## config.mk

```make
export PLATFORM = sky130hd
export DESIGN_NAME = pipe_skid_buffer
export DESIGN_NICKNAME = d
export VERILOG_FILES = /design/src/rtl/pipe_pkg.sv /design/src/rtl/register.sv /design/src/rtl/pipe_skid_buffer.sv
export SDC_FILE = /design/constraint.sdc
export NUM_CORES = 1
export LEC_CHECK = 0
export ABC_AREA = 1
export BUFFER_PORTS_ARGS = -buffer_cell sky130_fd_sc_hd__buf_2
export CORE_MARGIN = 4
export CORE_UTILIZATION = 54
export DETAILED_ROUTE_END_ITERATION = 8
export GPL_ROUTABILITY_DRIVEN = 0
export PLACE_DENSITY = 0.82
export SYNTH_ARGS = -nofsm -noshare
export SYNTH_HDL_FRONTEND = slang
export SYNTH_SLANG_ARGS = --single-unit
```

## constraint.sdc

```tcl
create_clock -name clk -period 4.8 [get_ports clk]
set_input_delay 0.48 -clock clk [delete_from_list [all_inputs] [get_ports clk]]
set_output_delay 0.48 -clock clk [all_outputs]
set_load 0.01 [all_outputs]
```

## src/rtl/pipe_pkg.sv

```systemverilog
// Shared definitions for the pipeline skid buffer: occupancy states and
// a helper that maps a state to its word count.
package pipe_pkg;

    typedef enum logic [1:0] {
        EMPTY = 2'd0,
        ONE   = 2'd1,
        FULL  = 2'd2
    } pipe_state_t;

    // Number of words held in a given state.
    function automatic logic [1:0] occupancy(input pipe_state_t s);
        logic [1:0] n;
        case (s)
            EMPTY:   n = 2'd0;
            ONE:     n = 2'd1;
            FULL:    n = 2'd2;
            default: n = 2'd0;
        endcase
        return n;
    endfunction

endpackage

```

## src/rtl/register.sv

```systemverilog
// Enable register: loads d when en is high, clears to zero on async reset.
module register #(
    parameter int unsigned WIDTH = 64
) (
    input  logic             clk,
    input  logic             reset,
    input  logic             en,
    input  logic [WIDTH-1:0] d,
    output logic [WIDTH-1:0] q
);

    // Hold value unless enabled; reset forces zero independent of clk.
    always_ff @(posedge clk or posedge reset) begin
        if (reset)
            q <= '0;
        else if (en)
            q <= d;
    end

endmodule

```

## src/rtl/pipe_skid_buffer.sv

```systemverilog
// Two-entry skid buffer. "main" always drives out_data; "skid" catches the
// word accepted while main is still waiting for the consumer. Handshake
// outputs depend only on the state register, so no combinational path runs
// from in_valid/out_ready to in_ready/out_valid.
module pipe_skid_buffer
    import pipe_pkg::*;
#(
    parameter int unsigned WIDTH = 64
) (
    input  logic             clk,
    input  logic             reset,
    input  logic             flush,
    input  logic             in_valid,
    input  logic [WIDTH-1:0] in_data,
    output logic             in_ready,
    output logic             out_valid,
    output logic [WIDTH-1:0] out_data,
    input  logic             out_ready,
    output logic [1:0]       count
);

    pipe_state_t      state;
    pipe_state_t      state_nxt;
    logic             push;
    logic             pop;
    logic             main_en;
    logic             skid_en;
    logic [WIDTH-1:0] main_d;
    logic [WIDTH-1:0] main_q;
    logic [WIDTH-1:0] skid_q;

    assign push = in_valid && in_ready;
    assign pop  = out_valid && out_ready;

    // Handshake and occupancy decoded purely from the state register.
    always_comb begin
        in_ready  = (state != FULL);
        out_valid = (state != EMPTY);
        count     = occupancy(state);
    end

    // Next-state rules; flush overrides everything and leaves data untouched.
    always_comb begin
        state_nxt = state;
        if (flush) begin
            state_nxt = EMPTY;
        end else begin
            case (state)
                EMPTY: if (push) state_nxt = ONE;
                ONE: begin
                    if (push && !pop)
                        state_nxt = FULL;
                    else if (pop && !push)
                        state_nxt = EMPTY;
                end
                FULL:    if (pop) state_nxt = ONE;
                default: state_nxt = EMPTY;
            endcase
        end
    end

    // State register with asynchronous reset.
    always_ff @(posedge clk or posedge reset) begin
        if (reset)
            state <= EMPTY;
        else
            state <= state_nxt;
    end

    // main reloads from the input (empty, or pass-through in ONE) or from
    // skid when draining FULL; skid only catches a push that cannot pass.
    assign main_en = !flush && (((state == EMPTY) && push) ||
                                ((state == ONE) && push && pop) ||
                                ((state == FULL) && pop));
    assign skid_en = !flush && (state == ONE) && push && !pop;
    assign main_d  = (state == FULL) ? skid_q : in_data;

    register #(.WIDTH(WIDTH)) u_main (
        .clk   (clk),
        .reset (reset),
        .en    (main_en),
        .d     (main_d),
        .q     (main_q)
    );

    register #(.WIDTH(WIDTH)) u_skid (
        .clk   (clk),
        .reset (reset),
        .en    (skid_en),
        .d     (in_data),
        .q     (skid_q)
    );

    assign out_data = main_q;

endmodule

```

==> flow_summary.ini, run 1 <==
[power_and_ir_drop]
p_int_mw = 2.71
pwr_density_cell_nw_per_um2 = 542
swShare_pct = 31.3
p_switching_mw = 1.23
p_comb_share_pct = 22.5
power_leakage_nw = 4.28
clockPowerShare_pct = 33.4
total_power_mw = 3.94
seqPwrFrac_pct = 44.1
irDropWorstVdd_uv = 324

[place]
port_buffers = 136
dp_hpwl_um = 8540

[worst_setup_path]
path_max_fanout = 43
timing.critical_path.to_type = output port
cp.required_ps = 4320
cp.arrival_ps = 2480
reg2reg_slack_ps = 2240
crit_type = flop to output port
r2r_start = state[1]
worstSetupStartpointType = flop
reg2regPathDepth = 8
rr_endpoint = u_main.q[7]

[global_route]
antenna_found_initial = 0
met3_usage_pct = 5.15
grt_use_met2_pct = 35.6
grt_max_degree = 71
grt_pass1_vias = 4873
use_met1_pct = 29.9
track_usage_pct = 21.8
busiest_layer = met2
globalRouteOverflowTotal = 0
grt_first_pass_wirelength_um = 23000

[cts]
htree_levels = 4
cts_sinks = 130
cts_buffers = 17
cts_tree = built
clockBufferDepth = 2
path_clk_slew_ps = 60
postCtsResizedCells = 0
postCtsHoldBufs = 0
cts_setup_buffers = 0
clock_latency_ps = 500
cts_root_buf = clkbuf_8

[die]
rows = 38
io_pins = 137
coreArea_um2 = 10900
die_width_um = 114
die_area_um2 = 13000
die_h_um = 114
start_util_pct = 55.6

[detailed_routing]
firstDrtPassIters = 5
ant_nets = 0
drt_iter0_drc = 334
vias = 5170
viasPerCell = 4.92
drc = 0
wirelength_um = 13800
wl_per_cell_um = 13.1

[timing]
tightest_slew_ps = 771
setup_tns_ps = 0
hold_viol_final = 0
drv_slew = 0
setup_viol = 0
slew_headroom_pct = 48.6
period_share_pct = 61.6
grt_setup_unrepaired = false
fin_skew_ps = 8.91
max_freq_ghz = 0.338
layout_min_cycle_time_ps = 2960

[logic_synthesis]
yosysWarnings = 0
syn_area_per_cell_um2 = 7.71
ys_ff_latch = 130
syn_nets = 854
synth_commonest_cells = nand2_1, dfrtp_1, inv_1
synth_top_area_cell = dfrtp_1
seq_area_frac_synth_pct = 53.8
synth-edff-count = 0
yosys-top-cells-area = dfrtp_1, nand2_1, nand3_1
synth_most_common_cell = nand2_1
ys_async_sr_fraction_pct = 100
synth_cell_type_count = 18
yosysTopAreaCellShare_pct = 53.8
syn_area_um2 = 6050
synth_ff_type = dfrtp_1
synthCells = 785

[final_layout]
diodes = 0
nNetsFinal = 969
area_delta_synth_final_pct = 20.1
drive_gt1_share_pct = 20.1
fillers = 928

[hold_path]
holdCritPathClass = input pin to async pin

[flow_run]
drv_cap = 0

[run_status]
status = finished, final reports clean
==> sequential cells by signal (all words and copies together) (netlist names) <==
register,count
u_main.q,64
u_skid.q,64
state,2
==> worst max path at each step <==
stage | to | slack [ps] | cells after the start | startpoint
5_1_grt | count[1] | 1690 | 4 | state[0]
6_report | count[1] | 1840 | 3 | state[1]
3_5_place_dp | u_main.q[7] | 2170 | 8 | out_ready
4_1_cts | count[1] | 1810 | 3 | state[1]
2_1_floorplan | state[0] | 850 | 1 | reset
3_3_place_gp | u_main.q[11] | 2210 | 8 | out_ready
==> through the flow <==
| stage | hold slack, ps | util [%] | cell area (µm²) | setup slack (ps) | cells |
|---|---|---|---|---|---|
| floorplan | 459 | - | 6050 | 851 | 785 |
| global placement | 450 | 61.2 | 6660 | 2210 | 1021 |
| detailed placement | 453 | 61.2 | 6660 | 2170 | 1021 |
| CTS | 143 | 66.7 | 7270 | 1810 | 1051 |
| global route | 171 | 66.7 | 7270 | 1690 | 1051 |
| finish | 134 | 66.7 | 7270 | 1840 | 1051 |
==> per-layer routing <==
layer / wire (µm) / share of wire, %
met1: 6350 / 46
met2: 6500 / 47
met3: 778 / 5.7
met4: 123 / 0.89
met5: 0 / 0
==> layout by cell type (no fill, tap or decap), types with 3 or more instances in the layout <==
master and n:
o21ai_1 64, nand3_1 66, buf_4 8, buf_2 136
bufinv_16 4, nor2_1 4, clkinvlp_4 4, dfrtp_1 130
inv_1 68, inv_2 3, clkbuf_16 16, nand2_2 3
nand2_1 392, clkinv_4 3
==> worst max-delay path: stages (launching register included) <==
cell and delay [ps]:
dfrtp_1 490, nand2_2 460, inv_2 750, buf_2 260
==> cells by family (layout without fill, tap and decap cells) <==
logic type	count (synthesis)	in the layout	synth area share [%]
and+or+nand+nor	467	467	30.6
AOI/OAI and AO/OA	68	68	5.69
DFF	130	130	53.8
buffers and inverters	120	246	9.95
==> power groups by stage <==
stage,clock network [mW],registers [mW],logic [mW]
6_report,1.32,1.74,0.884
2_1_floorplan,0,1.78,0.530
4_1_cts,1.34,1.73,0.903
5_1_grt,1.39,1.79,1.02
3_5_place_dp,0,1.74,0.898
3_3_place_gp,0,1.73,0.867
==> layout make-up <==
| cell class | count | area, µm² | area share [%] |
|---|---|---|---|
| Tap cell | 140 | 175 | 2.41 |
| Inverter | 72 | 273 | 3.75 |
| Clock buffer | 18 | 418 | 5.75 |
| Timing Repair Buffer | 144 | 741 | 10.2 |
| Sequential cell | 130 | 3250 | 44.8 |
| Clock inverter | 12 | 185 | 2.55 |
| Multi-Input combinational cell | 535 | 2220 | 30.6 |
(Power assumes the default switching activity.)
==> run 2, diff against run 1 <==
- CORE_UTILIZATION: 54 -> 49
- PLACE_DENSITY: 0.82 -> 0.78
- clock period: 4.8 -> 2.46 ns (I/O delays scaled with it)
==> run 2 against run 1 <==
  * Final cell count rose by 2.9%
  * Routed wire length rose by 1.6%
  * Flip-flop and latch count did not move
  * Largest power group unchanged
  * Clock power rose by 73%
  * Critical path depth rose by 1
  * Critical path type unchanged
  * Critical endpoint unchanged
  * Via count rose by 1.5%
  * Clock skew fell by 3.3 ps
==> flow_summary.ini, run 2 (synthesis results as in run 1) <==
[run_status]
status = finished, final reports clean

[worst_setup_path]
worstSetupPathDepth = 4
crit_family = buffers and inverters
worstSetupStartpointType = flop
reg2reg_slack_ps = 670
cp.required_ps = 2210
critPathSlowestCell = dfrtp_1
crit_type = flop to output port
cpPeakStageDelay_ps = 480
reg2regPathDepth = 6
cp.arrival_ps = 1800
path_max_fanout = 52
timing.critical_path.to_type = output port
rr_endpoint = u_main.q[2]
path_buf_inv = 3
r2r_start = state[1]
path_cells = nand2_2, inv_2, buf_12, buf_2

[die]
io_pins = 137
die_h_um = 119
die_width_um = 119
rows = 40
coreArea_um2 = 12100
start_util_pct = 50.2
die_area_um2 = 14200

[final_layout]
area_delta_synth_final_pct = 20.8
mostFrequentLayoutCells = nand2_1, buf_2, dfrtp_1
diodes = 0
nNetsFinal = 970
drive_gt1_share_pct = 19.9
layout_commonest_cell = nand2_1
reg_top3 = u_main.q: 64 flops, u_skid.q: 64 flops, state: 2 flops
fillers = 1104

[hold_path]
holdCritPathClass = input pin to async pin

[detailed_routing]
viasPerCell = 4.85
drt_iter0_drc = 444
firstDrtPassIters = 5
wirelength_um = 14000
drc = 0
wl_per_cell_um = 12.9
vias = 5245
ant_nets = 0

[place]
dp_slack_ps = 729
dp_hpwl_um = 8600
port_buffers = 136

[timing]
max_freq_ghz = 0.488
fin_skew_ps = 5.65
layout_min_cycle_time_ps = 2050
grt_setup_unrepaired = false
period_share_pct = 83.3
slew_headroom_pct = 50.2
hold_viol_final = 0
tightest_slew_ps = 748
setup_viol = 0
drv_slew = 0
setup_ws_ps = 412
setup_tns_ps = 0

[global_route]
globalRouteOverflowTotal = 0
grt_max_degree = 131
grt_first_pass_wirelength_um = 23300
grt_pass1_vias = 4847
antenna_found_initial = 2
track_usage_pct = 20.5

[cts]
postCtsResizedCells = 0
clockBufferDepth = 2
cts_setup_buffers = 0
cts_buffers = 17
cts_sinks = 130
path_clk_slew_ps = 50
postCtsHoldBufs = 0
cts_tree = built
htree_levels = 4
clock_latency_ps = 420
cts_root_buf = clkbuf_16

[power_and_ir_drop]
power_leakage_nw = 4.29
pwr_density_cell_nw_per_um2 = 1010
irDropWorstVdd_uv = 511

[flow_run]
drv_cap = 0
[run 2: changes by cell type in the layout (fill, tap and decap cells not counted), sizes merged]
cell and change:
clkinv +2, clkbuf +9, bufinv -4, buf +1
clkinvlp -3, inv -2
[run 2: cell type report]
type                    count  area (µm²)  area share [%]
clock inverters             5        25.0           0.342
repair buffers            145         811            11.1
flip-flops and latches    130        3250            44.5
well taps                 168         210            2.88
multi-input cells         535        2220            30.4
inverters                  72         274            3.75
clock buffers              27         513            7.02
[run 2: through the flow]
stage / utilization, % / hold slack (ps) / power (mW) / instances / area, µm²
2_1_floorplan: - / 376 / 4.51 / 785 / 6050
3_3_place_gp: 56.1 / 449 / 5.08 / 1050 / 6770
3_5_place_dp: 56.1 / 453 / 5.17 / 1050 / 6770
4_1_cts: 60.6 / 49.7 / 7.47 / 1082 / 7310
5_1_grt: 60.6 / 64.6 / 7.93 / 1082 / 7310
6_report: 60.6 / 10.7 / 7.40 / 1082 / 7310
[run 2: worst max-delay path by stage]
stage                         from           end  slack (ps)
final                     state[1]      count[1]         410
after global routing      state[1]      count[1]         280
after CTS                 state[1]      count[1]         370
after detailed placement  state[1]  u_main.q[29]         730
after global placement    state[1]  u_main.q[17]         750
after floorplan              reset      state[0]         600
[run 2: layer usage]
metal | global-route usage (%) | routed length (µm) | vias up
li1 | - | - | 2643
met5 | 0 | 27 | -
met4 | 8.33 | 272 | 4
met3 | 6.17 | 930 | 26
met2 | 32.7 | 6430 | 137
met1 | 26.2 | 6310 | 2435
[run 2: worst min-delay path: stages]
cell and delay, ps:
buf_2 110, clkinvlp_4 70, buf_12 470
[run 2: where the power goes]
part / total [mW] / switching [mW] / internal [mW]
Clock: 2.28 / 0.865 / 1.41
Sequential: 3.37 / 0.423 / 2.94
Combinational: 1.76 / 1.04 / 0.717
Total: 7.40 / 2.33 / 5.07
==> run 3, diff against run 2 <==
- clock period: 2.46 -> 1.8 ns (I/O delays scaled with it)
==> run 3 against run 2 <==
  * Register-to-register slack worse by 500 ps
  * Routed wire length up 0.92%
  * Largest power group unchanged
  * Clock power up 47%
  * Largest cell class unchanged
==> flow_summary.ini, run 3 (synthesis results as in run 1) <==
[run_status]
status = finished, final reports clean

[global_route]
grt_pass1_vias = 5011
grt_first_pass_wirelength_um = 24300
globalRouteOverflowTotal = 0
antenna_found_initial = 1
track_usage_pct = 21.0
use_met1_pct = 28.1
met3_usage_pct = 5.75
grt_max_degree = 111
busiest_layer = met2
grt_use_met2_pct = 33.3

[cts]
cts_sinks = 130
htree_levels = 4
clock_latency_ps = 400
clockBufferDepth = 2
cts_root_buf = clkbuf_16
cts_setup_buffers = 0
path_clk_slew_ps = 50
cts_buffers = 17
cts_tree = built

[die]
die_area_um2 = 14200
die_h_um = 119
start_util_pct = 50.2
die_width_um = 119
io_pins = 137
rows = 40
coreArea_um2 = 12100

[timing]
fin_skew_ps = 6.52
setup_ws_ps = 87.3
setup_viol = 0
period_share_pct = 95.1
slew_headroom_pct = 60.5
tightest_slew_ps = 592
grt_setup_unrepaired = false
drv_slew = 0
layout_min_cycle_time_ps = 1710
whs_ps = 22.2
setup_tns_ps = 0
hold_viol_final = 0
max_freq_ghz = 0.584

[worst_setup_path]
cp.required_ps = 1620
timing.critical_path.to_type = output port
worstSetupStartpointType = flop
cp.arrival_ps = 1530
crit_type = flop to output port
path_max_fanout = 24

[place]
post_dp_cell_area_um2 = 6840
dp_hpwl_um = 9160
dp_slack_ps = 162
port_buffers = 136

[final_layout]
mostFrequentLayoutCells = nand2_1, buf_2, dfrtp_1
drive_gt1_share_pct = 20.8
nNetsFinal = 984
fillers = 1069
final_area_um2 = 7490
multi_input_area_um2 = 2220
layout_commonest_cell = nand2_1
diodes = 0
reg_top3 = u_main.q: 64 flops, u_skid.q: 64 flops, state: 2 flops
area_delta_synth_final_pct = 23.8
regArea_um2 = 3250

[power_and_ir_drop]
pwr_density_cell_nw_per_um2 = 1390
irDropWorstVdd_uv = 759
total_power_mw = 10.4
power_leakage_nw = 4.38

[hold_path]
holdCritPathClass = input pin to flop

[detailed_routing]
ant_nets = 0
wl_per_cell_um = 12.9
wirelength_um = 14100
drc = 0
firstDrtPassIters = 7
vias = 5287
viasPerCell = 4.82
drt_iter0_drc = 343

[flow_run]
drv_cap = 0
run 3: cell types whose count changed in the layout (fill, tap and decap cells not counted):
cell | previous run | this run
inv_2 | 3 | 2
dlygate4sd3_1 | 0 | 5
inv_8 | 0 | 1
clkinv_2 | 5 | 2
buf_4 | 4 | 12
bufinv_16 | 0 | 1
dfrtp_2 | 0 | 1
buf_6 | 0 | 1
clkbuf_8 | 5 | 8
dfrtp_1 | 130 | 129
clkbuf_1 | 5 | 4
run 3: stage by stage:
step | std cells | utilization, %
floorplan | 785 | -
global placement | 1059 | 56.7
detailed placement | 1059 | 56.7
CTS | 1096 | 62.0
global route | 1096 | 62.1
finish | 1096 | 62.1
run 3: layout make-up:
cell class	instances	area share [%]
clock inverter	3	0.534
multi-input combinational	535	29.7
inverter	72	3.76
clock buffer	29	7.35
tap	168	2.81
timing repair buffer	159	12.4
sequential	130	43.4
run 3: critical path, cell delays in order (launching register included):
cell     delay (ps)
dfrtp_2         450
nand2_2         160
buf_4           310
buf_2           190
run 3: repair_timing:
action	4_1_cts	5_1_grt
hold buffers	5	0
resized for setup	1	4
endpoints found under the setup margin	1	2
endpoints found under the hold margin	120	0
run 3: per-layer routing:
| layer | share of wire (%) | vias up |
|---|---|---|
| met2 | 46 | 164 |
| met1 | 45 | 2431 |
| met5 | 0.092 | - |
| met3 | 7.1 | 20 |
| met4 | 1.2 | 2 |
| li1 | - | 2670 |
run 3: path summary, 6_finish.rpt:
kind	from	depth (start not counted)	endpoint	slack [ps]
setup reg to reg	state[0]	7	u_main.q[19]	170
setup / recovery	state[1]	3	in_ready	90
hold / removal	in_data[36]	3	u_skid.q[36]	20
hold reg to reg	u_main.q[15]	2	u_main.q[15]	460
min in group asynchronous	reset	4	u_main.q[21]	400
max in group asynchronous	reset	4	state[1]	820
run 3: where the power goes:
group	switching, mW	internal [mW]	leakage [nW]
Combinational	1.44	1.01	2.46
Clock	1.16	2.19	0.294
Sequential	0.583	4.02	1.62
Total	3.18	7.23	4.38
